`src/rtl/trig_link_pkg.sv`:
```
// Shared types and default timing for the trigger-link TX reset controller.
// State encodings are visible on state_o and must stay stable.
package trig_link_pkg;

   localparam int N_LINKS = 4;

   localparam int DEF_PWRUP_CYCLES  = 1023;
   localparam int DEF_RST_WIDTH     = 16;
   localparam int DEF_DONE_TIMEOUT  = 4095;
   localparam int DEF_STABLE_CYCLES = 63;
   localparam int DEF_MAX_RETRIES   = 15;

   typedef enum logic [2:0] {
      ST_PWRUP     = 3'd0,
      ST_ASSERT    = 3'd1,
      ST_WAIT_DONE = 3'd2,
      ST_READY     = 3'd3,
      ST_RETRY     = 3'd4,
      ST_FAILED    = 3'd5
   } tx_rst_state_e;

endpackage

```
`src/rtl/synchronizer.sv`:
```
// Multi-flop synchronizer bringing one asynchronous level into the local clock domain.
module synchronizer #(
   parameter int STAGES = 2
) (
   input  logic i_clk,
   input  logic i_rst,
   input  logic i_async,
   output logic o_sync
);

   logic [STAGES-1:0] r_sync;

   always_ff @(posedge i_clk) begin
      if (i_rst) begin
         r_sync <= '0;
      end else begin
         r_sync <= {r_sync[STAGES-2:0], i_async};
      end
   end

   assign o_sync = r_sync[STAGES-1];

endmodule

```
`src/rtl/trig_link_tx_reset_ctrl.sv`:
```
// Trigger-link MGT TX reset sequencer: power-up delay, soft-reset pulse, lane-done qualification,
// timeout and bounded retry. Define TRIG_LINK_AUTO_RECOVER_EN to re-reset automatically on done loss in READY.
module trig_link_tx_reset_ctrl
   import trig_link_pkg::*;
#(
   parameter int PWRUP_CYCLES  = DEF_PWRUP_CYCLES,
   parameter int RST_WIDTH     = DEF_RST_WIDTH,
   parameter int DONE_TIMEOUT  = DEF_DONE_TIMEOUT,
   parameter int STABLE_CYCLES = DEF_STABLE_CYCLES,
   parameter int MAX_RETRIES   = DEF_MAX_RETRIES
) (
   input  logic               clock_40,
   input  logic               reset_i,
   input  logic [N_LINKS-1:0] tx_fsm_reset_done_i,
   input  logic [N_LINKS-1:0] link_mask_i,
   input  logic               force_reset_i,
   output logic               mgt_reset_o,
   output logic               ready_o,
   output logic               link_err_o,
   output logic [2:0]         state_o,
   output logic [3:0]         retry_cnt_o
);

   localparam int PW_W = $clog2(PWRUP_CYCLES + 1);
   localparam int RW_W = $clog2(RST_WIDTH + 1);
   localparam int TO_W = $clog2(DONE_TIMEOUT + 1);
   localparam int SB_W = $clog2(STABLE_CYCLES + 1);

   // "LAST" is the count seen on the final cycle a state may occupy, so each
   // timed state lasts exactly its parameter in cycles.
   localparam logic [PW_W-1:0] PW_LAST = PW_W'(PWRUP_CYCLES - 1);
   localparam logic [PW_W-1:0] PW_TERM = PW_W'(PWRUP_CYCLES);
   localparam logic [RW_W-1:0] RW_LAST = RW_W'(RST_WIDTH - 1);
   localparam logic [RW_W-1:0] RW_TERM = RW_W'(RST_WIDTH);
   localparam logic [TO_W-1:0] TO_LAST = TO_W'(DONE_TIMEOUT - 1);
   localparam logic [TO_W-1:0] TO_TERM = TO_W'(DONE_TIMEOUT);
   localparam logic [SB_W-1:0] SB_LAST = SB_W'(STABLE_CYCLES - 1);
   localparam logic [SB_W-1:0] SB_TERM = SB_W'(STABLE_CYCLES);
   localparam logic [3:0]      RETRY_MAX = 4'(MAX_RETRIES);

   tx_rst_state_e     r_state;
   tx_rst_state_e     w_state_next;
   logic [PW_W-1:0]   r_pwrup_cnt;
   logic [RW_W-1:0]   r_rst_cnt;
   logic [TO_W-1:0]   r_timer;
   logic [SB_W-1:0]   r_stable_cnt;
   logic [3:0]        r_retry_cnt;
   logic              r_mgt_reset;
   logic              r_ready;
   logic              r_link_err;
   logic [N_LINKS-1:0] w_sync_done;
   logic              w_done_ok;
   logic              w_force;
   logic              w_restart;

   for (genvar g = 0; g < N_LINKS; g++) begin : g_lane_sync
      synchronizer #(.STAGES(2)) u_sync (
         .i_clk   (clock_40),
         .i_rst   (reset_i),
         .i_async (tx_fsm_reset_done_i[g]),
         .o_sync  (w_sync_done[g])
      );
   end

   assign w_done_ok = &(w_sync_done | link_mask_i);
   assign w_force   = force_reset_i && (r_state != ST_PWRUP);
   // Any state change, or a forced restart of ASSERT, starts the per-state counters afresh.
   assign w_restart = w_force || (w_state_next != r_state);

   always_comb begin
      w_state_next = r_state;
      case (r_state)
         ST_PWRUP: begin
            if (r_pwrup_cnt == PW_LAST) w_state_next = ST_ASSERT;
         end
         ST_ASSERT: begin
            if (r_rst_cnt == RW_LAST) w_state_next = ST_WAIT_DONE;
         end
         ST_WAIT_DONE: begin
            if (w_done_ok && (r_stable_cnt == SB_LAST)) begin
               w_state_next = ST_READY;
            end else if (r_timer == TO_LAST) begin
               w_state_next = ST_RETRY;
            end
         end
         ST_READY: begin
            if (!w_done_ok) begin
`ifdef TRIG_LINK_AUTO_RECOVER_EN
               w_state_next = ST_RETRY;
`else
               w_state_next = ST_FAILED;
`endif
            end
         end
         ST_RETRY: begin
            w_state_next = (r_retry_cnt == RETRY_MAX) ? ST_FAILED : ST_ASSERT;
         end
         ST_FAILED: begin
            w_state_next = ST_FAILED;
         end
         default: begin
            w_state_next = ST_PWRUP;
         end
      endcase
      if (w_force) w_state_next = ST_ASSERT;
   end

   always_ff @(posedge clock_40) begin
      if (reset_i) begin
         r_state      <= ST_PWRUP;
         r_pwrup_cnt  <= '0;
         r_rst_cnt    <= '0;
         r_timer      <= '0;
         r_stable_cnt <= '0;
         r_retry_cnt  <= '0;
         r_mgt_reset  <= 1'b0;
         r_ready      <= 1'b0;
         r_link_err   <= 1'b0;
      end else begin
         r_state     <= w_state_next;
         r_mgt_reset <= (w_state_next == ST_ASSERT);
         r_ready     <= (w_state_next == ST_READY);
         r_link_err  <= (w_state_next == ST_FAILED);

         if (w_restart) begin
            r_pwrup_cnt  <= '0;
            r_rst_cnt    <= '0;
            r_timer      <= '0;
            r_stable_cnt <= '0;
         end else begin
            if ((r_state == ST_PWRUP) && (r_pwrup_cnt != PW_TERM)) begin
               r_pwrup_cnt <= r_pwrup_cnt + PW_W'(1);
            end
            if ((r_state == ST_ASSERT) && (r_rst_cnt != RW_TERM)) begin
               r_rst_cnt <= r_rst_cnt + RW_W'(1);
            end
            if (r_state == ST_WAIT_DONE) begin
               if (r_timer != TO_TERM) r_timer <= r_timer + TO_W'(1);
               if (!w_done_ok) begin
                  r_stable_cnt <= '0;
               end else if (r_stable_cnt != SB_TERM) begin
                  r_stable_cnt <= r_stable_cnt + SB_W'(1);
               end
            end
         end

         if (w_force || ((r_state == ST_WAIT_DONE) && (w_state_next == ST_READY))) begin
            r_retry_cnt <= '0;
         end else if ((r_state == ST_RETRY) && (r_retry_cnt != RETRY_MAX)) begin
            r_retry_cnt <= r_retry_cnt + 4'd1;
         end
      end
   end

   assign mgt_reset_o = r_mgt_reset;
   assign ready_o     = r_ready;
   assign link_err_o  = r_link_err;
   assign state_o     = r_state;
   assign retry_cnt_o = r_retry_cnt;

endmodule

```
`config.mk`:
```
export PLATFORM = sky130hd
export DESIGN_NAME = trig_link_tx_reset_ctrl
export DESIGN_NICKNAME = d
export VERILOG_FILES = /design/src/rtl/trig_link_pkg.sv /design/src/rtl/synchronizer.sv /design/src/rtl/trig_link_tx_reset_ctrl.sv
export SDC_FILE = /design/constraint.sdc
export NUM_CORES = 1
export LEC_CHECK = 0
export BUFFER_PORTS_ARGS = -buffer_cell sky130_fd_sc_hd__buf_2
export CAP_MARGIN = 20
export CORE_ASPECT_RATIO = 0.75
export CORE_UTILIZATION = 53
export CTS_CLUSTER_DIAMETER = 40
export CTS_CLUSTER_SIZE = 25
export DETAILED_ROUTE_END_ITERATION = 10
export PLACE_DENSITY = 0.75
export SLEW_MARGIN = 40
export SYNTH_ARGS = -nofsm -noshare
export SYNTH_HDL_FRONTEND = slang
export SYNTH_HIERARCHICAL = 1
export SYNTH_SLANG_ARGS = --single-unit
```
`constraint.sdc`:
```
create_clock -name clock_40 -period 1.85 [get_ports clock_40]
set_input_delay 0.0925 -clock clock_40 [delete_from_list [all_inputs] [get_ports clock_40]]
set_output_delay 0.0925 -clock clock_40 [all_outputs]
set_load 0.03 [all_outputs]
```
==> summary.md, run 1 <==
| Metric | Value |
|---|---|
| Num CTS Buffers | 5 |
| Cells on worst reg2reg path | 6 |
| Final core occ | 82.6% |
| R2R Path Start | r_stable_cnt[4] |
| Slew Limit Headroom | between 60 and 70% |
| Number of synthesized flops with an enable pin | 0 |
| Final WS setup | -97.1 ps |
| Hold Crit Endpoint | g_lane_sync[3].u_sync/r_sync[0] |
| Synthesized Nets | 313 |
| Io pins | 21 |
| Reg-to-Reg End | r_rst_cnt[4] |
| Final WL | 7340 µm |
| Via/cell ratio | 5.79 |
| Crit path max fanout | 15 |
| WS Path Type | reg -> reg |
| Worst hold path class | in -> reg |
| H-tree depth | 2 |
| Share of total power in sequential cells | a little under 60% |
| Routed wire length per instance | 16.9 µm |
| Mapped cell area | 2620 µm² |
| RSZ-0062 raised after global routing | true |
| Clock share of power | 32.8% |
| Initial antenna violation count | 0 |
| Worst vdd ir | 0.419 mV |
| Placement Cell Area | 3150 µm² |
| Failing checks | setup timing |
| CORE AREA | about 4600 µm² |
| Post-synth cell types | 46 |
| Crit path largest cell delay | 440 ps |
| Flop2flop setup slack | -100 ps |
| Clk root buf | clkbuf_8 |
| Slew @ Worst Pin | 567 ps |
| Sw power | 0.440 mW |
| Synth Instances | 292 |
| Post-route ant nets | 0 |
| Largest net degree at the start of global routing | 31 |
| Global-route wire length before repair | about 11000 µm |
| Period minus WS final | ~1900 ps |
| Worst path arrival time | between 2000 and 2500 ps |
| Top cells by area, synth | dfxtp_1, nor3_1, xnor2_1 |
| Synth cell count leaders | dfxtp_1, nor3_1, nor2_1 |
| Warnings from Yosys | 6 |
| CTS tree | done |
| Die Height | around 63 µm |
| FMAX | approximately 500 MHz |
| Std cell rows | 21 |
| Switching part of the total power | 23.2% |
| Max cap viols | 0 |
| Xor-xnor portion of the synthesized cell area | 8.36% |
| Post-route cell area | 3800 µm² |
| Initial DRC Count | 168 |
| # port buffers | 20 |
| Fin nets | 396 |
| Vias | 2505 |
| Hold depth | 2 |
| Synth top area share | between 30% and 40% |
| Clock Skews | between 6 and 7 ps |
| Setup violators final | 38 |
| Total GRT Usage | 26.2% |
| Drt pass-1 iters | 4 |
| Initial Util | 57.0% |
| Hold path start | tx_fsm_reset_done_i[3] |
| Cell Int Power | 1.45 mW |
| P&R area growth vs syn | 45.1% |
| Largest family of logic cells by synthesized area | simple AND/OR/NAND/NOR gates |
| Worst-path cell chain | and4_4, nand4_1, a211oi_2, nor2_4, buf_12, a2111oi_4 |
| Leak | 1.42 nW |
| Total gr overflow | 0 |
| Comb pwr share | 8.2% |
| Pwr Density | 499 nW/µm² |
| Compound-cell area share of the yosys netlist | 11.4% |
| Setup crit end kind | flip-flop |
| Detailed placement HPWL | 4240 µm |
| Crit path max-delay cell type | a211oi_2 |
| CP bufs+invs | 1 |
| Vias in the first global route | 2291 |
| Seq/Total Area, Yosys | 39.0% |
| Delay-heaviest family, CP | compound AO/OA/AOI/OAI gates |
| GP Congestion | 0.901 |
| Final hold vios | 0 |
| Clk sinks | 51 |
| Worst-path clk slew | 80 ps |
| CP Launch Type | flip-flop |
| Die width | 83.2 µm |
| Adder-cell area share of the yosys netlist | under 10% |
| Multiplexer area fraction after synthesis | 1.58% |
| Fin. max-slew vios | 0 |
| Yosys top cell by area | dfxtp_1 |
| Clk_lat worst skew | between 300 and 400 ps |
| Area fraction in and, or, nand and nor cells after synthesis | 30.5% |
| Cell count along the critical path | 6 |
| Diode count | 0 |
| Fraction of registers with async set/reset | 0% |
| Most frequent cell after synthesis | dfxtp_1 |
| Req. time, crit path | 2060 ps |
| Clock tree buffer depth | 2 |
| Die area | 5230 µm² |
| # DRC | 0 |
| Synth Flop Type | dfxtp_1 |
| Yosys reg bits | 51 |
| Fin crit share | 105% |
| Avg Inst Size Synth | 8.97 µm² |
| Fraction of layout cells with a size suffix above 1 | 44.9% |
| Outcome | finished with violations |
cell usage in the layout, fill, tap and decap left out, types with 2 or more instances in the layout:
master / n
buf_4: 54
dfxtp_1: 44
nor2_1: 23
nor3_2: 23
buf_2: 20
nand4_1: 15
nand3_1: 15
xnor2_1: 15
nand2_1: 13
inv_1: 10
xor2_1: 9
nor2b_1: 9
nor3_1: 8
ha_1: 8
a21oi_1: 6
dfxtp_2: 6
nor2_2: 5
nor3_4: 5
clkbuf_8: 5
buf_6: 5
nor4_4: 4
nor3b_2: 4
nand2b_1: 3
a21oi_4: 3
a31oi_1: 3
a211oi_2: 3
and4_1: 3
mux2i_1: 3
buf_12: 3
o22a_1: 2
and4_4: 2
and2_1: 2
o21ai_0: 2
a211o_1: 2
a2111oi_4: 2
nor4_1: 2
clkbuf_1: 2
buf_16: 2
sequential cells by signal (all words and copies together) (netlist names):
register / count
ready_o: 1
retry_cnt_o: 4
state_o: 3
r_stable_cnt: 6
link_err_o: 1
r_pwrup_cnt: 10
g_lane_sync.u_sync/r_sync: 8
r_rst_cnt: 5
r_timer: 12
mgt_reset_o: 1
worst register-to-register path: stages, from the launching register on:
cell and delay (ps):
dfxtp_1 370, and4_4 270, nand4_1 190, a211oi_2 440, nor2_4 110, buf_12 190, a2111oi_4 300
kinds of logic (layout without fill, tap and decap cells):
group	Yosys count	count (layout)
XOR/XNOR	25	25
AND/OR/NAND/NOR	146	146
buffers and inverters	20	104
multiplexers	4	4
flip-flops	51	51
adder cells (fa/ha/maj)	10	10
AO/OA/AOI/OAI	36	36
per-stage QoR:
stage,power [mW],setup TNS (ps),hold slack (ps),setup WS [ps],instances
after floorplan,1.20,0,155,27.8,292
after global placement,1.24,-36.0,303,-23.4,410
after detailed placement,1.24,-365,314,-93.9,410
after CTS,1.88,-146,2.10,-45.0,425
after global routing,1.97,-4970,2.95,-191,433
final,1.89,-2470,6.75,-97.1,433
routing by layer:
| metal | vias up | GRT usage (%) | wire length (µm) |
|---|---|---|---|
| met1 | 1205 | 35.3 | 3320 |
| met4 | 0 | 7.76 | 129 |
| met5 | - | 0 | 0 |
| li1 | 1231 | - | - |
| met2 | 56 | 43.1 | 3620 |
| met3 | 13 | 4.36 | 274 |
final cells by class:
cell class | count | area [µm²]
multi-input cells | 221 | 1860
repair buffers | 86 | 712
well taps | 57 | 71.3
flip-flops and latches | 51 | 1030
inverters | 10 | 37.5
clock buffers | 7 | 76.3
clock inverters | 1 | 5.00
fillers | 267 | 800
timing repair:
item                       in CTS  in global routing
gates cloned                    3                  2
setup endpoints to repair      40                 41
hold endpoints to repair        0                  1
hold buffers                    0                  1
buffers inserted                4                  7
pin swaps                      12                 24
resized for setup              40                 41
power by group through the flow:
stage | combinational, mW | clock (mW) | sequential, mW
after global placement | 0.0948 | 0 | 1.14
after global routing | 0.164 | 0.682 | 1.12
after floorplan | 0.0542 | 0 | 1.14
after CTS | 0.137 | 0.624 | 1.12
after detailed placement | 0.0971 | 0 | 1.14
final | 0.155 | 0.622 | 1.12
worst max-delay path by stage:
stage / from / endpoint / slack, ps
floorplan: state_o[0] / r_pwrup_cnt[4] / 30
global placement: r_rst_cnt[1] / r_pwrup_cnt[1] / -20
detailed placement: r_rst_cnt[1] / retry_cnt_o[1] / -90
CTS: r_rst_cnt[1] / retry_cnt_o[1] / -40
global route: state_o[0] / r_pwrup_cnt[3] / -190
finish: r_stable_cnt[4] / r_rst_cnt[4] / -100
Note: power is estimated with default switching activity, not from simulation.
==> run 2, diff against run 1 <==
ABC_CLOCK_PERIOD_IN_PS = 1850   (was not set)
CORE_UTILIZATION = 56   (was 53)
CTS_BUF_LIST = sky130_fd_sc_hd__clkbuf_8   (was not set)
PLACE_DENSITY = 0.78   (was 0.75)
==> run 2 against run 1 <==
Net effect:
- the run still ends with setup timing left
- sequential cell count unchanged
- critical path depth increased by 4
- clock power up 26%
- utilization increased by 0.36 points
==> summary.md, run 2 (synthesis gave the netlist of run 1 again) <==
| Metric | Value |
|---|---|
| Reg-to-Reg End | r_stable_cnt[4] (was r_rst_cnt[4]) |
| Worst setup path start | r_rst_cnt[0] (was r_stable_cnt[4]) |
| Setup crit end kind | flip-flop (unchanged) |
| # DRC | 0 (unchanged) |
| Clock Skews | 6.29 ps (was 6.46 ps) |
| Outcome | finished with violations (unchanged) |
| Fin. max-slew vios | 0 (unchanged) |
| Share of total power in sequential cells | 54.5% (was 59.0%) |
| Std cell rows | 21 (unchanged) |
| Failing checks | setup timing (unchanged) |
| Met1 usage in global routing | 34.2% (was 35.3%) |
| Global-route wire length before repair | 9920 µm (was 10800 µm) |
| Final WS setup | -102 ps (was -97.1 ps) |
| RSZ-0062 raised after global routing | true (unchanged) |
| Crit path max-delay cell type | dfxtp_2 (was a211oi_2) |
| Die area | 4960 µm² (was 5230 µm²) |
| Leak | 1.41 nW (was 1.42 nW) |
| Hold depth | 2 (unchanged) |
| Detailed placement HPWL | 4240 µm (about the same) |
| Routed wire length per instance | 16.7 µm (was 16.9 µm) |
| Vias in the first global route | 2191 (was 2291) |
| Largest net degree at the start of global routing | 31 (unchanged) |
| GP Congestion | 0.900 (was 0.901) |
| Final WL | 7190 µm (was 7340 µm) |
| Pwr Density | 552 nW/µm² (was 499 nW/µm²) |
| Diode count | 0 (unchanged) |
| Worst vdd ir | 0.460 mV (was 0.419 mV) |
| Cells on worst reg2reg path | 10 (was 6) |
| Clock share of power | 38.2% (was 32.8%) |
| Initial DRC Count | 159 (was 168) |
| P&R area growth vs syn | 41.5% (was 45.1%) |
| Met3 Track Usage GR | 6.22% (was 4.36%) |
| Initial Util | 58.6% (was 57.0%) |
| Commonest non-fill, non-tap cell in the layout | buf_4 (unchanged) |
| R2R Path Start | r_rst_cnt[0] (was r_stable_cnt[4]) |
| Clk root buf | clkbuf_8 (unchanged) |
| Top reg by flops | r_timer (unchanged) |
| Post-route cell area | 3710 µm² (was 3800 µm²) |
| Die width | 81.0 µm (was 83.2 µm) |
| Overall power | 2.05 mW (was 1.89 mW) |
| Most frequent cells in the layout | buf_4, dfxtp_1, nor3_1 (was buf_4, dfxtp_1, nor2_1, nor3_2, buf_2) |
| # port buffers | 20 (unchanged) |
| Final core occ | 83.0% (was 82.6%) |
| Crit path max fanout | 6 (was 15) |
| Initial antenna violation count | 0 (unchanged) |
| CTS tree | done (unchanged) |
| Cts hold-fix bufs | 0 (unchanged) |
| FMAX | 512 MHz (was 514 MHz) |
| CORE AREA | 4470 µm² (was 4600 µm²) |
| Largest registers | r_timer: 12 flops, r_pwrup_cnt: 10 flops, g_lane_sync.u_sync/r_sync: 8 flops (unchanged) |
| Hold Crit Endpoint | g_lane_sync[1].u_sync/r_sync[0] (was g_lane_sync[3].u_sync/r_sync[0]) |
| Comb pwr share | 7.2% (was 8.2%) |
| Period minus WS final | 1950 ps (about the same) |
| Crit path largest cell delay | 370 ps (was 440 ps) |
| CP Launch Type | flip-flop (unchanged) |
| Clk_lat worst skew | 300 ps (was 310 ps) |
| Worst path arrival time | 2140 ps (was 2160 ps) |
| Total gr overflow | 0 (unchanged) |
| Setup violators final | 37 (was 38) |
| Fin nets | 393 (was 396) |
| Post-route ant nets | 0 (unchanged) |
| Fin crit share | 105% (about the same) |
| Clock tree buffer depth | 2 (unchanged) |
| H-tree depth | 2 (unchanged) |
| Drt pass-1 iters | 5 (was 4) |
| Switching part of the total power | 22.2% (was 23.2%) |
| Req. time, crit path | 2040 ps (was 2060 ps) |
| Num CTS Buffers | 5 (unchanged) |
| Sw power | 0.453 mW (was 0.440 mW) |
| Cell Int Power | 1.59 mW (was 1.45 mW) |
| Worst-path cell chain | ha_4, and3_4, ha_4, nor2b_4, nand2_2, and4_4, a21oi_4, buf_12, buf_16, nor3_1 (was and4_4, nand4_1, a211oi_2, nor2_4, buf_12, a2111oi_4) |
| Worst-path clk slew | 100 ps (was 80 ps) |
| Flop2flop setup slack | -100 ps (about the same) |
| GR peak layer | met2 (unchanged) |
| Layout fillers | 255 (was 267) |
| Io pins | 21 (unchanged) |
| Max cap viols | 0 (unchanged) |
| Hold path start | tx_fsm_reset_done_i[1] (was tx_fsm_reset_done_i[3]) |
| Total GRT Usage | 26.2% (about the same) |
| Worst hold path class | in -> reg (unchanged) |
| Final hold vios | 0 (unchanged) |
| Die Height | 61.2 µm (was 62.9 µm) |
| WS Path Type | reg -> reg (unchanged) |
| Via/cell ratio | 5.97 (was 5.79) |
| Slew @ Worst Pin | 513 ps (was 567 ps) |
| Placement Cell Area | 3120 µm² (was 3150 µm²) |
| M2 GR Usage | 44.4% (was 43.1%) |
| Max FFs per register | 12 (unchanged) |
| Clk sinks | 51 (unchanged) |
| CP dominant cell by count | ha_4 |
| Vias | 2566 (was 2505) |
| Fraction of layout cells with a size suffix above 1 | 39.4% (was 44.9%) |
| Slew Limit Headroom | 65.5% (was 61.9%) |
==> run 2: cell types whose count changed in the layout (fill, tap and decap cells not counted), moves of 2 or more <==
cell,change
buf_12,+3
buf_4,-4
buf_6,-4
buf_8,+2
clkbuf_1,-2
dfxtp_1,-4
dfxtp_2,+4
nor2_1,+4
nor2_2,-4
nor3_1,+21
nor3_2,-16
nor3_4,-5
nor4_2,+2
==> run 2: repair_timing <==
item | CTS | global route
pin swaps | 5 | 9
endpoints found under the setup margin | 39 | 40
gates resized for setup | 11 | 41
buffers inserted | 1 | 14
cloned | 2 | 3
==> run 2: power by group through the flow <==
stage | combinational [mW] | sequential [mW] | clock, mW
finish | 0.148 | 1.12 | 0.783
global placement | 0.0936 | 1.14 | 0
CTS | 0.122 | 1.12 | 0.782
floorplan | 0.0542 | 1.14 | 0
global route | 0.158 | 1.12 | 0.827
detailed placement | 0.0964 | 1.14 | 0
==> run 2: area by class of cell <==
cell class	instances	area, µm²	share of cell area, %
inverters	10	37.5	1.01
repair buffers	83	742	20.0
multi-input cells	221	1710	46.0
well taps	57	71.3	1.92
clock inverters	3	43.8	1.18
clock buffers	5	68.8	1.86
flip-flops and latches	51	1040	28.0
==> run 2: worst max-delay path, delay by kind of cell, from the launching register on <==
| family | cells | cell delay [ps] |
|---|---|---|
| adders and majority gates | 2 | 250 |
| DFF | 1 | 370 |
| AOI/OAI and AO/OA | 1 | 280 |
| and+or+nand+nor | 5 | 650 |
| buffers and inverters | 2 | 270 |
==> run 2: worst max-delay path by stage <==
stage | to | depth (start not counted)
after floorplan | r_pwrup_cnt[4] | 8
after global placement | r_pwrup_cnt[1] | 9
after detailed placement | r_rst_cnt[4] | 9
after CTS | r_stable_cnt[5] | 9
after global routing | r_pwrup_cnt[4] | 10
final | r_stable_cnt[4] | 10
==> run 2: through the flow <==
step	worst slack [ps]	TNS (ps)	std cells	hold WS, ps
4_1_cts	-70.3	-911	413	0.892
5_1_grt	-173	-4650	430	2.64
6_report	-102	-2160	430	1.83
3_5_place_dp	-82.8	-890	402	319
2_1_floorplan	27.8	0	292	155
3_3_place_gp	-15.4	-15.4	402	299
==> run 2: per-layer routing <==
| layer | up-vias | routed length (µm) |
|---|---|---|
| met3 | 16 | 365 |
| met2 | 89 | 3550 |
| li1 | 1229 | - |
| met1 | 1232 | 3140 |
| met4 | 0 | 138 |
| met5 | - | 0 |
==> run 3, diff against run 2 <==
CORE_ASPECT_RATIO = not set   (was 0.75)
==> run 3 against run 2 <==
Net effect:
- sequential cell count is the same
- final cell count shrank 2.8%
- utilization shrank 1.3 points
- combinational power shrank 10%
- critical path depth shrank 3
- sequential power is essentially flat
- largest cell class unchanged
- the flow finishes with violations (hold timing, setup timing)
- count of clock-buffer cells in the layout is the same
- critical path type unchanged
- register-to-register slack lost 20 ps
- via count shrank 3.4%
- highest routed layer unchanged
- setup slack lost 16 ps
- clock power shrank 17%
- global-route usage shrank 1.7 points
==> summary.md, run 3 (synthesis gave the netlist of run 1 again) <==
| Metric | Value |
|---|---|
| Initial Util | 59.3% (was 58.6%) |
| Hold depth | 2 (unchanged) |
| Most frequent cells in the layout | dfxtp_1, buf_4, nor2_1 (was buf_4, dfxtp_1, nor3_1) |
| Met2 WL post-DR | 3740 µm (was 3550 µm) |
| Cells on worst reg2reg path | 7 (was 10) |
| Total GRT Usage | 24.5% (was 26.2%) |
| Setup violators final | 32 (was 37) |
| Global-route wire length before repair | 9720 µm (was 9920 µm) |
| Comb pwr share | 7.0% (was 7.2%) |
| WS Path Type | reg -> reg (unchanged) |
| Slew Limit Headroom | 64.9% (was 65.5%) |
| Clk root buf | clkbuf_8 (unchanged) |
| CORE AREA | 4410 µm² (was 4470 µm²) |
| Hold Crit Endpoint | g_lane_sync[0].u_sync/r_sync[0] (was g_lane_sync[1].u_sync/r_sync[0]) |
| Largest registers | r_timer: 12 flops, r_pwrup_cnt: 10 flops, g_lane_sync.u_sync/r_sync: 8 flops (unchanged) |
| Worst hold path class | in -> reg (unchanged) |
| P&R area growth vs syn | 37.7% (was 41.5%) |
| Initial antenna violation count | 0 (unchanged) |
| Final core occ | 81.7% (was 83.0%) |
| GP Congestion | 0.822 (was 0.900) |
| Flop2flop setup slack | -120 ps (was -100 ps) |
| Fraction of layout cells with a size suffix above 1 | 36.9% (was 39.4%) |
| CTS tree | done (unchanged) |
| Vias | 2479 (was 2566) |
| Switching part of the total power | 24.1% (was 22.2%) |
| Std cell rows | 24 (was 21) |
| Hold path start | tx_fsm_reset_done_i[0] (was tx_fsm_reset_done_i[1]) |
| Slew @ Worst Pin | 522 ps (was 513 ps) |
| Fin nets | 386 (was 393) |
| Pwr Density | 527 nW/µm² (was 552 nW/µm²) |
| Detailed placement HPWL | 4060 µm (was 4240 µm) |
| Commonest non-fill, non-tap cell in the layout | dfxtp_1 (was buf_4) |
| Io pins | 21 (unchanged) |
| # DRC | 0 (unchanged) |
| Top reg by flops | r_timer (unchanged) |
| Final hold vios | 2 (was 0) |
| Fin Hold WS | -11.6 ps (was 1.83 ps) |
| DR top layer | met4 (unchanged) |
| Total gr overflow | 0 (unchanged) |
| Overall power | 1.90 mW (was 2.05 mW) |
| Num CTS Buffers | 5 (unchanged) |
| Req. time, crit path | 2070 ps (was 2040 ps) |
| Crit path max fanout | 5 (was 6) |
| Period minus WS final | 1970 ps (was 1950 ps) |
| Diode count | 0 (unchanged) |
| Clock share of power | 34.2% (was 38.2%) |
| Leak | 1.36 nW (was 1.41 nW) |
| Final WS setup | -117 ps (was -102 ps) |
| Outcome | finished with violations (unchanged) |
| Clock tree buffer depth | 2 (unchanged) |
| RSZ-0062 raised after global routing | true (unchanged) |
| H-tree depth | 2 (unchanged) |
| Largest net degree at the start of global routing | 21 (was 31) |
| Placed instance count | 395 (was 402) |
| Fin crit share | 106% (was 105%) |
| M1 wire length | 2940 µm (was 3140 µm) |
| Initial DRC Count | 187 (was 159) |
| Setup crit end kind | flip-flop (unchanged) |
| R2R Path Start | r_stable_cnt[5] (was r_rst_cnt[0]) |
| Setup TNS | -1610 ps (was -2160 ps) |
| Post-route ant nets | 0 (unchanged) |
| Max cap viols | 0 (unchanged) |
| Clock Skews | 10.4 ps (was 6.29 ps) |
| Routed met3 length | 385 µm (was 365 µm) |
| Worst path arrival time | 2180 ps (was 2140 ps) |
| Sw power | 0.458 mW (was 0.453 mW) |
| Die Height | 70.4 µm (was 61.2 µm) |
| Vias in the first global route | 2260 (was 2191) |
| Worst-path clk slew | 90 ps (was 100 ps) |
| Worst vdd ir | 0.718 mV (was 0.460 mV) |
| CP Launch Type | flip-flop (unchanged) |
| Fin. max-slew vios | 0 (unchanged) |
| Reg-to-Reg End | r_stable_cnt[2] (was r_stable_cnt[4]) |
| Post-Layout Cell Count | 418 (was 430) |
| Max FFs per register | 12 (unchanged) |
| Routed wire length per instance | 17.5 µm (was 16.7 µm) |
| Die area | 4950 µm² (was 4960 µm²) |
| Share of total power in sequential cells | 58.8% (was 54.5%) |
| Cell Int Power | 1.44 mW (was 1.59 mW) |
| Final WL | 7310 µm (was 7190 µm) |
| Failing checks | hold timing, setup timing (was setup timing) |
| Clk sinks | 51 (unchanged) |
| Die width | 70.4 µm (was 81.0 µm) |
| Clk_lat worst skew | 320 ps (was 300 ps) |
| Worst slack, placed | -50.5 ps (was -82.8 ps) |
| Via/cell ratio | 5.93 (was 5.97) |
| FMAX | 508 MHz (was 512 MHz) |
| # port buffers | 20 (unchanged) |
| Drt pass-1 iters | 5 (unchanged) |
[run 3: changes by cell type in the layout (fill, tap and decap cells not counted), moves of 2 or more]
cell,previous run,this run
nor3_2,7,9
buf_16,2,0
buf_4,50,44
nor3_1,29,27
dfxtp_1,40,45
dfxtp_2,10,5
buf_8,2,0
buf_6,1,3
[run 3: metal layers]
metal  track usage, %  vias to the layer above
li1                 -                     1197
met1             28.3                     1167
met2             42.3                       88
met3             5.77                       27
met4             11.3                        0
met5                0                        -
[run 3: worst max path at each step]
stage,startpoint,to,slack (ps),cells after the start
floorplan,state_o[0],r_pwrup_cnt[4],30,8
global placement,state_o[1],link_err_o,-20,6
detailed placement,r_rst_cnt[0],r_pwrup_cnt[1],-50,9
CTS,r_rst_cnt[0],r_pwrup_cnt[1],-60,9
global route,state_o[0],r_rst_cnt[2],-180,8
finish,r_stable_cnt[5],r_stable_cnt[2],-120,7
[run 3: critical path, cell delays in order, from the launching register on]
cell and delay, ps:
dfxtp_1 360, and4_1 260, nand4_1 210, a211oi_2 350, nor2_4 110, buf_12 160
clkbuf_16 150, nor4_2 260
[run 3: what timing repair did]
item                                    4_1_cts  5_1_grt
cloned                                        0        4
resized for setup                             4       45
hold buffers                                  1        0
buffers inserted                              0       10
pin swaps                                     1        6
endpoints found under the setup margin       27       41
hold endpoints to repair                      1        0
[run 3: cell type report]
type,instances,area (µm²)
fill,258,807
clock inverter,3,18.8
tap,52,65.1
sequential,51,1030
timing repair buffer,76,649
multi-input combinational,221,1740
clock buffer,5,68.8
inverter,10,37.5
[run 3: power by group through the flow]
stage | Sequential (mW) | Combinational, mW | Clock, mW
finish | 1.12 | 0.133 | 0.649
global route | 1.12 | 0.142 | 0.697
CTS | 1.12 | 0.0994 | 0.655
detailed placement | 1.14 | 0.0965 | 0
global placement | 1.14 | 0.0939 | 0
floorplan | 1.14 | 0.0542 | 0
[run 3: stage by stage]
step | hold WS (ps) | instance area, µm²
after global routing | 0.921 | 3610
after CTS | 4.28 | 3180
after floorplan | 155 | 2660
after global placement | 299 | 3070
final | -11.6 | 3610
after detailed placement | 320 | 3070
